<file path="config.mk">
export PLATFORM = sky130hd
export DESIGN_NAME = osc_ctrl
export DESIGN_NICKNAME = d
export VERILOG_FILES = /design/src/rtl/osc_ctrl_pkg.sv /design/src/rtl/osc_ctrl_half_cnt.sv /design/src/rtl/osc_ctrl.sv
export SDC_FILE = /design/constraint.sdc
export NUM_CORES = 1
export LEC_CHECK = 0
export ABC_CLOCK_PERIOD_IN_PS = 2200
export CELL_PAD_IN_SITES_DETAIL_PLACEMENT = 0
export CELL_PAD_IN_SITES_GLOBAL_PLACEMENT = 1
export CORE_ASPECT_RATIO = 0.9
export CORE_UTILIZATION = 39
export CTS_CLUSTER_SIZE = 16
export DETAILED_ROUTE_END_ITERATION = 10
export HOLD_SLACK_MARGIN = 0.1
export PLACE_DENSITY = 0.85
export SLEW_MARGIN = 20
export SYNTH_ARGS = -nofsm -noshare
export SYNTH_HDL_FRONTEND = slang
export SYNTH_SLANG_ARGS = --single-unit
export TNS_END_PERCENT = 20
</file>
<file path="constraint.sdc">
create_clock -name clk -period 2.2 [get_ports clk]
set_input_delay 0.22 -clock clk [delete_from_list [all_inputs] [get_ports clk]]
set_output_delay 0.22 -clock clk [all_outputs]
set_load 0.01 [all_outputs]
</file>
<file path="src/rtl/osc_ctrl_pkg.sv">
// Shared types and defaults for the programmable oscillator controller.
package osc_ctrl_pkg;

  localparam int unsigned DIV_W_DEF    = 8;
  localparam int unsigned DEF_HALF_DEF = 4;

  typedef enum logic [1:0] {
    ST_IDLE     = 2'd0,
    ST_RUN      = 2'd1,
    ST_STOPPING = 2'd2
  } state_t;

endpackage

</file>
<file path="src/rtl/osc_ctrl_half_cnt.sv">
// Half-period counter: counts 0..limit-1 and wraps, flags the last count of a phase.
module osc_ctrl_half_cnt #(
  parameter int unsigned DIV_W = 8
) (
  input  logic             clk,
  input  logic             rst,
  input  logic             clr,
  input  logic             en,
  input  logic [DIV_W-1:0] limit,
  output logic             term_c
);

  logic [DIV_W-1:0] cnt;

  assign term_c = (cnt == (limit - DIV_W'(1)));

  always_ff @(posedge clk) begin
    if (rst || clr) begin
      cnt <= '0;
    end else if (en) begin
      cnt <= term_c ? '0 : cnt + DIV_W'(1);
    end
  end

endmodule

</file>
<file path="src/rtl/osc_ctrl.sv">
// Oscillator controller: run/stop sequencing of a divided clock with glitch-free
// stop and half-period reconfiguration through a req/ack handshake.
module osc_ctrl
  import osc_ctrl_pkg::*;
#(
  parameter int unsigned DIV_W    = DIV_W_DEF,
  parameter int unsigned DEF_HALF = DEF_HALF_DEF
) (
  input  logic             clk,
  input  logic             rst,
  input  logic             run_req,
  input  logic             cfg_req,
  input  logic [DIV_W-1:0] cfg_half,
  output logic             cfg_ack,
  output logic             running,
  output logic             clk_out,
  output logic             rise_tick,
  output logic             fall_tick
);

  state_t           state_q, state_d;
  logic [DIV_W-1:0] cur_half, cur_half_d;
  logic [DIV_W-1:0] pend_half, pend_half_d;
  logic             pending, pending_d;
  logic             clk_out_d, rise_d, fall_d, ack_d;
  logic             term_c, cfg_take_c;
  logic [DIV_W-1:0] cfg_val_c;

  // A zero request behaves as one; a request is ignored while one is queued or just acked.
  assign cfg_val_c  = (cfg_half == '0) ? DIV_W'(1) : cfg_half;
  assign cfg_take_c = cfg_req && !cfg_ack && !pending;

  osc_ctrl_half_cnt #(.DIV_W(DIV_W)) u_half_cnt (
    .clk    (clk),
    .rst    (rst),
    .clr    ((state_q == ST_IDLE) || (state_d == ST_IDLE)),
    .en     (state_q != ST_IDLE),
    .limit  (cur_half),
    .term_c (term_c)
  );

  always_ff @(posedge clk) begin
    if (rst) begin
      state_q   <= ST_IDLE;
      cur_half  <= DIV_W'(DEF_HALF);
      pend_half <= '0;
      pending   <= 1'b0;
      clk_out   <= 1'b0;
      rise_tick <= 1'b0;
      fall_tick <= 1'b0;
      cfg_ack   <= 1'b0;
      running   <= 1'b0;
    end else begin
      state_q   <= state_d;
      cur_half  <= cur_half_d;
      pend_half <= pend_half_d;
      pending   <= pending_d;
      clk_out   <= clk_out_d;
      rise_tick <= rise_d;
      fall_tick <= fall_d;
      cfg_ack   <= ack_d;
      running   <= (state_d != ST_IDLE);
    end
  end

  always_comb begin
    state_d     = state_q;
    cur_half_d  = cur_half;
    pend_half_d = pend_half;
    pending_d   = pending;
    clk_out_d   = clk_out;
    rise_d      = 1'b0;
    fall_d      = 1'b0;
    ack_d       = 1'b0;

    unique case (state_q)
      ST_IDLE: begin
        clk_out_d = 1'b0;
        // A value queued before a stop in the low phase is committed here.
        if (pending) begin
          cur_half_d = pend_half;
          pending_d  = 1'b0;
          ack_d      = 1'b1;
        end else if (cfg_take_c) begin
          cur_half_d = cfg_val_c;
          ack_d      = 1'b1;
        end
        if (run_req) begin
          state_d   = ST_RUN;
          clk_out_d = 1'b1;
          rise_d    = 1'b1;
        end
      end

      ST_RUN: begin
        if (cfg_take_c) begin
          pend_half_d = cfg_val_c;
          pending_d   = 1'b1;
        end
        if (!clk_out && !run_req) begin
          state_d = ST_IDLE;
        end else if (term_c) begin
          clk_out_d = !clk_out;
          if (clk_out) begin
            fall_d = 1'b1;
            if (pending) begin
              cur_half_d = pend_half;
              pending_d  = 1'b0;
              ack_d      = 1'b1;
            end
            if (!run_req) state_d = ST_IDLE;
          end else begin
            rise_d = 1'b1;
          end
        end else if (!run_req) begin
          state_d = ST_STOPPING;
        end
      end

      ST_STOPPING: begin
        if (cfg_take_c) begin
          pend_half_d = cfg_val_c;
          pending_d   = 1'b1;
        end
        if (term_c) begin
          state_d   = ST_IDLE;
          clk_out_d = 1'b0;
          fall_d    = 1'b1;
          if (pending) begin
            cur_half_d = pend_half;
            pending_d  = 1'b0;
            ack_d      = 1'b1;
          end
        end
      end

      default: begin
        state_d   = ST_IDLE;
        clk_out_d = 1'b0;
      end
    endcase
  end

endmodule

</file>
# After elaboration in Yosys (flattened, before gate mapping)
# Index checks and enable logic that the tools add are counted.
# word_totals
out_inout_bits,5
word_cells,86
in_bits,12
ff_bits,32
# classes
addsub,2
n_reduce_logical,19
mux,47
eq_ne,8
# op_table
op,count
$mux W8,9
$mux W1,24
$pmux W8 S3,1
$mux W2,7
$pmux W1 S3,3
$add A8 B1 Y8 const B,1
$eq A8 B8 Y1,1
$logic_not A8 Y1,1
$sub A8 B1 Y8 const B,1
$pmux W2 S3,1
$reduce_and A6 Y1,1
$logic_not A1 Y1,4
$logic_not A2 Y1,2
$ne A2 B1 Y1 const B,2
$ne A2 B2 Y1 const B,2
$pmux W1 S2,2
$reduce_bool A2 Y1,2
$logic_and A1 B1 Y1,3
$ne A3 B3 Y1 const B,1
$reduce_and A3 Y1,1
$reduce_bool A3 Y1,1
$eq A2 B1 Y1 const B,1
$eq A2 B2 Y1 const B,1
$logic_or A1 B1 Y1,2
2 further kinds,2

# Longest topological paths before layout
# logic_depth
word_depth,9
ltp_mapped,9
mapped_depth_nobuf,8

# Modules after synthesis
# From an unflattened synthesis, not the netlist that was laid out.
# hier_totals
hier_cells,217
area_unflattened_um2,1824.2
# modules_own_cells
mod,cells_each,seq_area_each_um2,instances,area_per_inst_um2
osc_ctrl,140,480.5,1,1181.1
osc_ctrl_half_cnt,77,160.2,1,643.1

# Least setup slack after synthesis
# Ideal clock, no wire load.
# synth_path
path_kind,register -> register
start,register state_q[1]
end,register cur_half[1]
stages_incl_launch_ff,10
synth_period_minus_slack_ns,2.102
t_required_ns,2.079
setup_slack_ns,0.098
n_path_buf,1
arrival_time_ns,1.981
setup_ns,0.121
cell_sequence,dfxtp_1 inv_1 ha_1 buf_2 inv_1 o21ba_2 o21ai_0 nor4_4 a21oi_4 mux2_4
# synth_between
elab_chain_len,3
word_cells_on_any_way,11
classes_between,eq/ne: 7; mux: 1; reduce/logical: 3
# synth_lines
element,line_no,source
"start, declared",osc_ctrl.sv:21,"state_t state_q, state_d;"
"start signal, assigned",osc_ctrl.sv:54,state_q <= state_d;
"$eq A2 B1 Y1, or another cell as far along",osc_ctrl.sv:76,unique case (state_q)
"$ne A2 B2 Y1 (no line), or another cell as far along",-,
$reduce_and A6 Y1 (no line),-,
"end signal, assigned",osc_ctrl.sv:45,cur_half <= DIV_W'(DEF_HALF);
"end signal, assigned",osc_ctrl.sv:55,cur_half <= cur_half_d;
"end, declared",osc_ctrl.sv:22,"logic [DIV_W-1:0] cur_half, cur_half_d;"
# Parallel ways exist; a longest one is shown, timed or not.
# A chain may end at the register's enable or synchronous reset.

# Worst setup path in the final report
# layout_path
start,register state_q[0]
end,register cur_half[5]
# The elaborated chain is that of the path after synthesis.

==> results.yml <==
clock_tree:
  clock_tree.buffer_depth: 2
  cts.clk_slew.worst_paths_ns: 0.07
  clock_latency_ns: 0.28
  h-tree-depth: 2
  clkSinkCount: 32
  tritoncts.num_buffers: 5
  cts_tree: "built"
  cts-root-buf: "clkbuf_8"
  holdBufCountCts: 0
cells_and_area:
  nFillCells: 432
  utilization_pct: 51.52
  diodes: 0
  area_delta_synth_final_pct: 22.82
  mostFrequentLayoutCell: "dfxtp_1"
  final_cell_mix: "dfxtp_1, nor2_1, nand2_1, a21oi_1, clkdlybuf4s50_1"
  num-nets-final: 268
  layout-drive-gt1-share_pct: 15.94
  instances_no_fill: 313
die:
  start_util_pct: 41.95
  die_h_um: 68.55
  core_sq_um: 4576
  die_area_sq_um: 5206
  die_x_um: 75.95
  num_rows: 23
  io_pins: 17
outcome:
  outcome: "finished, final reports clean"
routing:
  wl_per_cell_um: 12.39
  initialDrtViolationCount: 74
  post-route-drc-count: 0
  drt_pass1_iterations: 4
  drt_wl_total_um: 3877
  viasPerCell: 5.080
  drtAntennaViolNets: 0
  vias: 1590
power:
  pwr-share-comb_pct: 33.2
  p_clk_share_pct: 29.5
  swShare_pct: 31.46
  ir_drop_uv: 470.5
  seqPwrFrac_pct: 37.3
  pwr_density_cell_nw_per_um2: 784.3
  total_power_w: 0.001849
  switching_power_w: 0.0005816
  p_int_w: 0.001267
  p_leak_nw: 0.9377
placement:
  hpwl_um: 2923
  placed_cells: 303
  place.gp.congestion: 0.8341
  portBuffers: 16
synth:
  syn-instance-count: 223
  synth_warnings: 0
  syn_area_per_cell_sq_um: 8.607
  synth_ff_type: "dfxtp_1"
  synthesis.area_sq_um: 1919
  synthArstFlopShare_pct: 0
  syn_nets: 241
  synth_seq_cells: 32
  ys_seq_area_share_pct: 33.38
  synth_edf_count: 0
  synth_cell_types: 47
worst_setup_path:
  end_kind: "register"
  critPathLaunchType: "register"
  required_ns: 2.37
  cp_data_arrival_time_ns: 2.27
  worstSetupPathType: "reg2reg"
  cp_max_fo: 8
timing:
  slew_viol_final: 0
  fin_skew_ns: 0.009438
  finalCritPeriodShare_pct: 95.56
  finalSetupViolations: 0
  clock.fmax_mhz: 475.7
  slew_headroom_pct: 66.80
  hold_viol: 0
  rsz0062_at_grt: "false"
  timing.final.crit_period_ns: 2.102
  worstMarginPinSlew_ns: 0.4934
  fin_setup_tns_ns: 0
grt:
  grt_overflow_total: 0
  antenna_found_initial: 0
  grt_use_total_pct: 16.61
  grt_pass1_wl_um: 6693
  grt_max_degree: 30
  grt_pass1_vias: 1465
job:
  maxCapViolations: 0
min_path:
  hold_path.class: "reg2reg"
## worst paths after layout
path / to / slack, ns / startpoint / depth (start not counted)
setup / recovery: cur_half[5] / 0.1 / state_q[0] / 7
hold / removal: pend_half[6] / 0.50 / pend_half[6] / 2
setup reg to reg: cur_half[5] / 0.1 / state_q[0] / 7
hold reg to reg: pend_half[6] / 0.50 / pend_half[6] / 2
## synth_stat cells (all sizes together), types with 4 or more instances
cell type | instances | share of area [%]
o21ai | 5 | 1.3
ha | 6 | 3.9
dfxtp | 32 | 33
inv | 8 | 1.6
nor4 | 6 | 3.4
nor3 | 5 | 1.9
nand2 | 19 | 3.8
xor2 | 10 | 4.6
a211oi | 4 | 1.6
clkbuf | 9 | 1.8
nand4 | 6 | 2.7
a21oi | 17 | 5.0
mux2 | 6 | 4.7
nor2 | 28 | 5.5
mux2i | 9 | 4.7
nand2b | 4 | 1.3
xnor2 | 5 | 2.3
nor2b | 10 | 3.3
## logic make-up after synthesis
logic type               synth area share [%]
buffers and inverters                   3.585
adder cells (fa/ha/maj)                 3.911
AO/OA/AOI/OAI                           16.82
AND/OR/NAND/NOR                         26.08
multiplexers                            9.388
flip-flops                              33.38
XOR/XNOR                                6.845
## power by group through the flow
stage	Sequential [W]	Combinational (W)	Clock (W)
6_report	0.000690	0.000614	0.000545
5_1_grt	0.000699	0.000675	0.000580
4_1_cts	0.000684	0.000585	0.000561
3_5_place_dp	0.000697	0.000580	0
3_3_place_gp	0.000697	0.000577	0
2_1_floorplan	0.000690	0.000417	0
## sequential cells by signal, indices dropped and copies added (netlist names)
register / flops
cfg_ack: 1
clk_out: 1
cur_half: 8
fall_tick: 1
pend_half: 8
pending: 1
rise_tick: 1
running: 1
state_q: 2
u_half_cnt.cnt: 8
## timing repair
| action | CTS | global route |
|---|---|---|
| setup buffers | 0 | 2 |
| gates cloned | 0 | 0 |
| pin swaps | 0 | 1 |
| gates resized for setup | 1 | 3 |
| endpoints found under the setup margin | 6 | 11 |
## critical path, stage by stage (launching register included)
cell and delay [ns]:
dfxtp_1 0.39, inv_1 0.08, ha_1 0.31, o21ba_2 0.17, o21ai_0 0.32, nor4_4 0.07, a21oi_4 0.33, mux2_4 0.33
## final cells by class
cell class / instances / area [sq um] / share of cell area (%)
Multi-Input combinational cell: 173 / 1236 / 52.44
Sequential cell: 32 / 640.6 / 27.18
Timing Repair Buffer: 30 / 265.3 / 11.25
Tap cell: 62 / 77.57 / 3.291
Clock buffer: 6 / 72.57 / 3.079
Clock inverter: 2 / 35.03 / 1.486
Inverter: 8 / 30.03 / 1.274
## metrics by stage
stage	hold WS, ns	instance area, sq um	worst slack, ns
5_1_grt	0.5156	2357	0.01373
4_1_cts	0.5029	2318	0.04691
3_3_place_gp	0.4670	2208	0.06398
2_1_floorplan	0.3668	1919	0.09813
3_5_place_dp	0.4813	2208	-0.001062
6_report	0.4966	2357	0.09777
## routing by layer
| layer | global-route usage, % | vias to the layer above | wire length (um) |
|---|---|---|---|
| met5 | 0 | - | 0 |
| met4 | 5.769 | 0 | 28 |
| met3 | 3.947 | 4 | 151 |
| met2 | 27.39 | 42 | 1658 |
| met1 | 21.69 | 715 | 2038 |
| li1 | - | 829 | - |
No activity file was read; power rests on OpenSTA's default activity.
==> patch: new RTL, same settings <==
The 3 states of `state_t` get a one-hot encoding in 3 bits.
--- a/src/rtl/osc_ctrl_pkg.sv
+++ b/src/rtl/osc_ctrl_pkg.sv
@@ -4,10 +4,10 @@
   localparam int unsigned DIV_W_DEF    = 8;
   localparam int unsigned DEF_HALF_DEF = 4;
 
-  typedef enum logic [1:0] {
-    ST_IDLE     = 2'd0,
-    ST_RUN      = 2'd1,
-    ST_STOPPING = 2'd2
+  typedef enum logic [2:0] {
+    ST_IDLE     = 3'b001,
+    ST_RUN      = 3'b010,
+    ST_STOPPING = 3'b100
   } state_t;
 
 endpackage
Behaviour: same outputs for any inputs over 4 cycles, from zero or initial values and one cycle with rst high; so few cycles prove little.
==> patch against the original RTL <==
  * The run now ends with setup timing left
  * Critical endpoint is now running$_SDFF_PP0_
  * Area after synthesis decreased by 5.0%
  * Highest routed layer unchanged
  * Final area about the same
  * Largest cell class unchanged
  * Wire length increased by 1.8%
  * Critical path type unchanged
  * Sequential share of layout area increased by 1.1 points
  * Sequential cell count increased by 1
  * Setup slack got worse by 0.13 ns
Power is not compared: it rests on default switching activity, and its combinational part moved more than twofold at a synthesized area within 25%.
==> patch: results (changes against the original RTL) <==
CP peak stage delay: 0.56 ns (+0.17 ns)
vias in the first global route: 1324 (-9.6%)
RR Endpoint: running$_SDFF_PP0_
DR WL/cell: 13.3 µm (+7.6%)
r2r startpoint: cur_half[3]$_SDFFE_PP0P_
violated checks: setup timing
Final Non-Filler Cells: 296 (-5.4%)
DPL Wire Length: 2.73 mm (-6.5%)
CP top delay family: simple AND/OR/NAND/NOR gates
clock-cell share of area: 0.0382 (-0.00741)
post_cts resized: 2 (+1)
net count reported at finish: 248 (-7.5%)
Placed Cells: 286 (-5.6%)
Slew @ Worst Pin: 0.482 ns (-0.0112 ns)
count of multi-input gates: 156 (-9.8%)
sequential share of the synthesized area: 0.362 (+0.0284)
Tot GR Track Use: 0.168 (+0.00208)
drt initial violations: 44 (-41%)
signal buffers share of area: 0.135 (+0.0224)
layout clock buffer count: 6 (unchanged)
clk_lat worst skew: 0.29 ns
pin count of the biggest net entering global routing: 24 (-20%)
CTS root buf: clkbuf_8
synth top area cells: dfxtp_1, nor2_1, mux2i_1
Hold EP: pend_half[2]$_SDFFE_PP0P_
global-route wire length before repair: 6.27 mm (-6.3%)
run status: finished, violations left
Avg Cell Area, Syn: 8.99 µm² (+4.4%)
clk_skew: 0.00858 ns (-0.000857 ns)
Post-Synth Adder-Cell Area: 0.0137 (-0.0254)
Signal inverters: 6 (-2)
#FFs+latches synth: 33 (+3.1%)
fraction of area in multi-input gates: 0.502 (-0.0226)
crit path DAT: 2.42 ns (+0.15 ns)
compound-gate portion of the synthesized area: 0.176 (+0.00808)
area of placed instances: 2140 µm² (-3.1%)
unique cell type count in the Yosys netlist: 46 (-2.1%)
die area: 4960 µm² (-4.8%)
via/cell ratio: 5.23 (+2.9%)
dpl ws: -0.111 ns (-0.110 ns)
Setup Viol. Count Final: 9 (+9)
beginning of the worst hold path: pend_half[2]$_SDFFE_PP0P_
Worst path slowest cell: or4_4
Buffers, non-clock: 32 (+6.7%)
Worst Setup Slack, final: -0.0341 ns (-0.132 ns)
TritonRoute pass-1 iters: 4 (unchanged)
crit-path max FO: 6 (-2)
ratio of cells with drive above 1 in the final layout: 0.222 (+0.0629)
Ys Warns: 0 (unchanged)
Synth top cells by count: dfxtp_1, nor2_1
critical path class: flip-flop to flip-flop
area of the multi-input gates: 1180 µm² (-4.4%)
post-synthesis xor/xnor area fraction: 0.0672 (-0.00123)
# fillers: 421 (-2.5%)
Mapped Nets: 217 (-10%)
Seq. cell area: 666 µm² (+3.9%)
-- patch: routing by layer --
layer  vias up  part of all wire  track usage  wire length, µm
li1        792                 -            -                -
met1       715              0.50        0.241             1980
met2        35              0.44        0.245             1740
met3         5             0.046       0.0408              183
met4         0             0.011       0.0505               45
met5         -                 0            0                0
-- patch: stage by stage --
step	setup TNS [ns]	total power, mW	hold WS, ns
detailed placement	-0.816	0.873	0.482
floorplan	0	0.791	0.367
global route	-1.84	1.43	0.545
finish	-0.120	1.36	0.493
CTS	0	1.36	0.500
global placement	-0.717	0.873	0.471
-- patch: worst max path at each step --
stage / slack (ns) / endpoint / cells past startpoint
finish: -0.03 / running$_SDFF_PP0_ / 7
CTS: 0.008 / cur_half[6]$_SDFFE_PP0P_ / 8
global placement: -0.1 / u_half_cnt.cnt[3]$_SDFFE_PP0N_ / 8
detailed placement: -0.11 / u_half_cnt.cnt[6]$_SDFFE_PP0N_ / 8
floorplan: 0.03 / pending$_SDFFE_PP0N_ / 8
global route: -0.12 / running$_SDFF_PP0_ / 7
